`config.mk`:
```
export PLATFORM = sky130hd
export DESIGN_NAME = xmm_writeback_arbiter
export DESIGN_NICKNAME = d
export VERILOG_FILES = /design/src/rtl/xmm_writeback_arbiter.sv
export SDC_FILE = /design/constraint.sdc
export NUM_CORES = 1
export LEC_CHECK = 0
export ABC_AREA = 1
export BUFFER_PORTS_ARGS = -buffer_cell sky130_fd_sc_hd__buf_2
export CORE_ASPECT_RATIO = 1.25
export CORE_UTILIZATION = 50
export CTS_BUF_LIST = sky130_fd_sc_hd__clkbuf_4
export CTS_CLUSTER_DIAMETER = 200
export DETAILED_ROUTE_END_ITERATION = 12
export PLACE_DENSITY = 0.84
export SYNTH_ARGS = -nofsm -noshare
export SYNTH_HDL_FRONTEND = slang
export SYNTH_SLANG_ARGS = --single-unit
```
`constraint.sdc`:
```
create_clock -name clk -period 1.6 [get_ports clk]
set_input_delay 0.08 -clock clk [delete_from_list [all_inputs] [get_ports clk]]
set_output_delay 0.08 -clock clk [all_outputs]
set_load 0.02 [all_outputs]
```
`src/rtl/xmm_writeback_arbiter.sv`:
```
// rtl/xmm_writeback_arbiter.sv - XMM writeback arbiter with destination scoreboard
// Optional XMM_WB_ROUND_ROBIN_EN selects round-robin arbitration; default is fixed FPU > MEM > ALU.
module xmm_writeback_arbiter #(
  parameter int NUM_XMM = 8,
  parameter int ADDR_W  = 3
) (
  input  logic               clk,
  input  logic               reset,
  input  logic               alu_valid,
  input  logic               mem_valid,
  input  logic               fpu_valid,
  input  logic [ADDR_W-1:0]  alu_addr,
  input  logic [ADDR_W-1:0]  mem_addr,
  input  logic [ADDR_W-1:0]  fpu_addr,
  output logic               alu_ready,
  output logic               mem_ready,
  output logic               fpu_ready,
  output logic               xmm_write_en,
  output logic [ADDR_W-1:0]  xmm_write_addr,
  output logic [1:0]         src,
  input  logic               rsv_valid,
  input  logic [ADDR_W-1:0]  rsv_addr,
  output logic               rsv_ok,
  output logic [NUM_XMM-1:0] busy
);

  typedef enum logic [1:0] {
    SRC_IDLE = 2'b00,
    SRC_ALU  = 2'b01,
    SRC_MEM  = 2'b10,
    SRC_FPU  = 2'b11
  } src_e;

  logic                wen_q;
  logic [ADDR_W-1:0]   waddr_q;
  src_e                src_q;
  logic [NUM_XMM-1:0]  busy_q;
  logic [NUM_XMM-1:0]  busy_d;
  src_e                sel;
  logic [ADDR_W-1:0]   sel_addr;
`ifdef XMM_WB_ROUND_ROBIN_EN
  src_e                rr_q;  // source with highest priority next cycle
`endif

  always_comb begin
    sel = SRC_IDLE;
    if (!reset) begin
`ifdef XMM_WB_ROUND_ROBIN_EN
      case (rr_q)
        SRC_MEM: begin
          if (mem_valid)      sel = SRC_MEM;
          else if (fpu_valid) sel = SRC_FPU;
          else if (alu_valid) sel = SRC_ALU;
        end
        SRC_FPU: begin
          if (fpu_valid)      sel = SRC_FPU;
          else if (alu_valid) sel = SRC_ALU;
          else if (mem_valid) sel = SRC_MEM;
        end
        default: begin
          if (alu_valid)      sel = SRC_ALU;
          else if (mem_valid) sel = SRC_MEM;
          else if (fpu_valid) sel = SRC_FPU;
        end
      endcase
`else
      if (fpu_valid)      sel = SRC_FPU;
      else if (mem_valid) sel = SRC_MEM;
      else if (alu_valid) sel = SRC_ALU;
`endif
    end
  end

  always_comb begin
    sel_addr = alu_addr;
    case (sel)
      SRC_MEM: sel_addr = mem_addr;
      SRC_FPU: sel_addr = fpu_addr;
      default: sel_addr = alu_addr;
    endcase
  end

  assign alu_ready = (sel == SRC_ALU);
  assign mem_ready = (sel == SRC_MEM);
  assign fpu_ready = (sel == SRC_FPU);

  // A reservation may ride on the writeback that is retiring the same register this cycle.
  assign rsv_ok = rsv_valid && !reset &&
                  (!busy_q[rsv_addr] || (wen_q && (waddr_q == rsv_addr)));

  // Clear first, then set, so a same-cycle reservation keeps the bit.
  always_comb begin
    busy_d = busy_q;
    if (wen_q)  busy_d[waddr_q]  = 1'b0;
    if (rsv_ok) busy_d[rsv_addr] = 1'b1;
  end

  always_ff @(posedge clk) begin
    if (reset) begin
      wen_q   <= 1'b0;
      waddr_q <= '0;
      src_q   <= SRC_IDLE;
      busy_q  <= '0;
`ifdef XMM_WB_ROUND_ROBIN_EN
      rr_q    <= SRC_ALU;
`endif
    end else begin
      wen_q  <= (sel != SRC_IDLE);
      src_q  <= sel;
      busy_q <= busy_d;
      if (sel != SRC_IDLE) begin
        waddr_q <= sel_addr;
`ifdef XMM_WB_ROUND_ROBIN_EN
        case (sel)
          SRC_ALU: rr_q <= SRC_MEM;
          SRC_MEM: rr_q <= SRC_FPU;
          default: rr_q <= SRC_ALU;
        endcase
`endif
      end
    end
  end

  assign xmm_write_en   = wen_q;
  assign xmm_write_addr = waddr_q;
  assign src            = src_q;
  assign busy           = busy_q;

endmodule

```
==> impl_metrics.xml <==
<?xml version="1.0" encoding="UTF-8"?>
<metrics>
  <group name="die">
    <metric name="initial_core_util" unit="">0.5340</metric>
    <metric name="die_y" unit="µm">47.95</metric>
    <metric name="core_area" unit="mm²">0.001582</metric>
    <metric name="die_area" unit="mm²">0.001859</metric>
    <metric name="core.rowCount" unit="">16</metric>
    <metric name="io-pin-count" unit="">36</metric>
    <metric name="die_width" unit="µm">38.76</metric>
  </group>
  <group name="power">
    <metric name="power_per_cell_area" unit="mW/mm²">768.8</metric>
    <metric name="p_leak" unit="nW">0.5305</metric>
    <metric name="ir_worst_vdd" unit="µV">524.8</metric>
  </group>
  <group name="setup_path">
    <metric name="cp_max_fo" unit="">5</metric>
    <metric name="worst-endpoint-required" unit="ns">1.52</metric>
    <metric name="worst-r2r-cell-count" unit="">6</metric>
    <metric name="critical_path_class" unit="">register to output pin</metric>
    <metric name="worstPathArrival" unit="ns">1.37</metric>
    <metric name="crit_slowest_cell" unit="">sky130_fd_sc_hd__dfxtp_1</metric>
    <metric name="path_cells" unit="">nand2_1 -&gt; nand2_1 -&gt; nand4_2 -&gt; a21boi_2 -&gt; buf_4</metric>
    <metric name="worst_path_dominant_cell_family" unit="">simple AND/OR/NAND/NOR gates</metric>
    <metric name="crit_path_end_kind" unit="">output pin</metric>
    <metric name="worst_path_most_repeated_cell" unit="">sky130_fd_sc_hd__nand2_1</metric>
    <metric name="r2r_end" unit="">busy[4]</metric>
    <metric name="r2r_path_start" unit="">xmm_write_en</metric>
    <metric name="critPathBufInv" unit="">1</metric>
    <metric name="r2r_setup_slack" unit="ns">0.37</metric>
    <metric name="worstSetupStartpointType" unit="">register</metric>
    <metric name="cp_slowest_stage_delay" unit="ns">0.38</metric>
  </group>
  <group name="cts">
    <metric name="cts_tree" unit="">done</metric>
    <metric name="cts_sinks" unit="">14</metric>
    <metric name="maximum_root_to_sink_buffer_count" unit="">2</metric>
    <metric name="cts_made_buffers" unit="">3</metric>
    <metric name="insertion_delay" unit="ns">0.27</metric>
    <metric name="cts_root_cell" unit="">sky130_fd_sc_hd__clkbuf_4</metric>
    <metric name="ctsHtreeMaxLevel" unit="">1</metric>
    <metric name="clk_pin_slew_worst_paths" unit="ns">0.08</metric>
  </group>
  <group name="timing">
    <metric name="finalSetupTns" unit="ns">0</metric>
    <metric name="grt_setup_unrepaired" unit="">false</metric>
    <metric name="timing_worst_slew_pin_value" unit="ns">0.3556</metric>
    <metric name="period_share" unit="">0.9091</metric>
    <metric name="final_max_slew_viol_count" unit="">0</metric>
    <metric name="hold-worst-slack" unit="ns">0.07683</metric>
    <metric name="layout_min_cycle_time" unit="ns">1.455</metric>
    <metric name="final.setup_skew" unit="ns">0.002095</metric>
    <metric name="timing.final.hold_violations" unit="">0</metric>
    <metric name="fmaxAchievable" unit="MHz">687.5</metric>
    <metric name="setup_violating_endpoint_count_in_the_final_report" unit="">0</metric>
    <metric name="slew_headroom" unit="">0.7627</metric>
  </group>
  <group name="grt">
    <metric name="groute.usage.overall" unit="">0.2356</metric>
    <metric name="grt_remaining_overflow" unit="">0</metric>
    <metric name="global_route_wire_length_before_repair" unit="µm">3029</metric>
    <metric name="vias_in_the_first_global_route" unit="">755</metric>
    <metric name="grt_max_degree" unit="">12</metric>
    <metric name="grt_antenna_before_repair" unit="">0</metric>
  </group>
  <group name="synth">
    <metric name="synth_largest_area_cell" unit="">sky130_fd_sc_hd__dfxtp_1</metric>
    <metric name="post_synth_most_frequent_cells" unit="">sky130_fd_sc_hd__nand2_1, sky130_fd_sc_hd__dfxtp_1, sky130_fd_sc_hd__inv_1</metric>
    <metric name="mappedNetlistArea" unit="µm²">844.6</metric>
    <metric name="ys.flop_type" unit="">sky130_fd_sc_hd__dfxtp_1</metric>
    <metric name="yosysWarnings" unit="">0</metric>
    <metric name="synth_top_area_share" unit="">0.3319</metric>
    <metric name="seq_area_frac_synth" unit="">0.3319</metric>
    <metric name="synth_cell_types" unit="">21</metric>
    <metric name="post_synth.cell_area_avg" unit="µm²">6.811</metric>
    <metric name="synth_enable_flop_cells" unit="">0</metric>
    <metric name="synth-seq-cells" unit="">14</metric>
    <metric name="synthTopCellsByArea" unit="">sky130_fd_sc_hd__dfxtp_1, sky130_fd_sc_hd__nand2_1, sky130_fd_sc_hd__inv_1</metric>
    <metric name="yosys.cell_count.top_type" unit="">sky130_fd_sc_hd__nand2_1</metric>
    <metric name="share_of_flip_flops_with_an_asynchronous_set_or_reset" unit="">0</metric>
    <metric name="syn_nets" unit="">142</metric>
    <metric name="synthCells" unit="">124</metric>
  </group>
  <group name="placed_design">
    <metric name="portBuffers" unit="">35</metric>
    <metric name="detailedPlacementHpwl" unit="µm">1566</metric>
    <metric name="post-place-cells" unit="">173</metric>
    <metric name="placedInstanceArea" unit="mm²">0.001001</metric>
    <metric name="gpl.final_weighted_congestion" unit="">0.7812</metric>
  </group>
  <group name="cells_and_area">
    <metric name="layout-drive-gt1-share" unit="">0.3459</metric>
    <metric name="finish.net_count" unit="">178</metric>
    <metric name="antenna_cells" unit="">0</metric>
    <metric name="layout-area-overhead-vs-synth" unit="%">22.81</metric>
    <metric name="layout.cells.non_filler" unit="">177</metric>
    <metric name="finish.utilization" unit="">0.6559</metric>
    <metric name="design_area" unit="mm²">0.001037</metric>
  </group>
  <group name="routing">
    <metric name="vias_per_cell" unit="">5.401</metric>
    <metric name="drc_errors" unit="">0</metric>
    <metric name="drt_wl_total" unit="µm">1981</metric>
    <metric name="num_vias" unit="">956</metric>
    <metric name="detailedRoute.firstPassIterationCount" unit="">4</metric>
    <metric name="first_iter_violations" unit="">17</metric>
    <metric name="detail-route-antenna-nets" unit="">0</metric>
    <metric name="post_drt_wl_per_cell" unit="µm">11.19</metric>
  </group>
  <group name="hold_path">
    <metric name="whs_path_depth" unit="">3</metric>
    <metric name="timing.hold.worst.class" unit="">primary input to register</metric>
    <metric name="worst_hold_startpoint" unit="">mem_addr[2]</metric>
    <metric name="worst_hold_path.endpoint" unit="">xmm_write_addr[2]</metric>
  </group>
  <group name="status">
    <metric name="outcome" unit="">completed</metric>
  </group>
  <group name="job">
    <metric name="max-cap-violations" unit="">0</metric>
  </group>
</metrics>
## cells in the final DEF, fill, tap and decap left out
cell and n:
sky130_fd_sc_hd__nand2_1 28, sky130_fd_sc_hd__nand4_2 1, sky130_fd_sc_hd__dfxtp_4 1, sky130_fd_sc_hd__inv_4 1, sky130_fd_sc_hd__xnor2_1 1, sky130_fd_sc_hd__o21ai_2 1
sky130_fd_sc_hd__nand3_1 10, sky130_fd_sc_hd__a21oi_1 10, sky130_fd_sc_hd__nand4_1 4, sky130_fd_sc_hd__inv_2 2, sky130_fd_sc_hd__nand2_2 3, sky130_fd_sc_hd__a41oi_1 3
sky130_fd_sc_hd__dfxtp_1 13, sky130_fd_sc_hd__nand2_4 1, sky130_fd_sc_hd__buf_2 34, sky130_fd_sc_hd__buf_4 1, sky130_fd_sc_hd__clkbuf_4 3, sky130_fd_sc_hd__clkinv_1 1
sky130_fd_sc_hd__inv_1 14, sky130_fd_sc_hd__nor2_1 4, sky130_fd_sc_hd__a21boi_2 1, sky130_fd_sc_hd__nor3_1 6, sky130_fd_sc_hd__o21ai_0 10, sky130_fd_sc_hd__nor2_2 6
## layout make-up
type,count,area (µm²)
flip-flops and latches,14,284.0
fillers,156,544.3
multi-input cells,89,460.4
clock inverters,1,3.754
clock buffers,3,22.52
inverters,17,66.31
repair buffers,35,177.7
well taps,18,22.52
## per-layer routing
metal | track usage | share of wire | up-vias
met5 | 0 | 0 | -
met4 | 0.1241 | 0 | 0
met3 | 0.04186 | 0.052 | 0
met2 | 0.4333 | 0.54 | 43
met1 | 0.2528 | 0.40 | 428
li1 | - | - | 485
## stage by stage
step | setup slack, ns | power (mW)
3_3_place_gp | 0.4029 | 0.5997
4_1_cts | 0.04347 | 0.8039
3_5_place_dp | 0.3660 | 0.6024
5_1_grt | 0.009854 | 0.8574
2_1_floorplan | 0.1397 | 0.5420
6_report | 0.1454 | 0.7974
## kinds of logic after synthesis
kind of cell	synth area share
compound gates	0.1689
simple gates	0.3615
xor+xnor	0.01037
buf+inv	0.1274
flops	0.3319
## worst max path at each step
stage / start / endpoint / slack (ns) / depth (start not counted)
5_1_grt: xmm_write_addr[1] / rsv_ok / 0.01 / 7
6_report: xmm_write_en / rsv_ok / 0.15 / 5
2_1_floorplan: xmm_write_addr[1] / rsv_ok / 0.14 / 6
4_1_cts: xmm_write_addr[1] / rsv_ok / 0.04 / 7
3_5_place_dp: xmm_write_addr[1] / rsv_ok / 0.37 / 7
3_3_place_gp: xmm_write_addr[1] / rsv_ok / 0.40 / 7
## registers in the layout (all words and copies together), names as in the netlist
signal          count
xmm_write_en        1
src                 2
busy                8
xmm_write_addr      3
## worst min-delay path, stage by stage
cell,delay (ns)
sky130_fd_sc_hd__buf_2,0.09
sky130_fd_sc_hd__nand2_1,0.06
sky130_fd_sc_hd__a41oi_1,0.08
## what timing repair did
action	4_1_cts	5_1_grt
setup endpoints to repair	0	1
gates resized for setup	0	5
hold buffers	0	0
buffers inserted	0	0
## power by group
part / internal (mW) / total, mW / switching, mW / leakage [nW]
Clock: 0.0904 / 0.199 / 0.108 / 0.0154
Combinational: 0.0724 / 0.210 / 0.138 / 0.399
Sequential: 0.369 / 0.388 / 0.0199 / 0.116
Total: 0.531 / 0.797 / 0.266 / 0.531
Note: power is estimated with default switching activity, not from simulation.
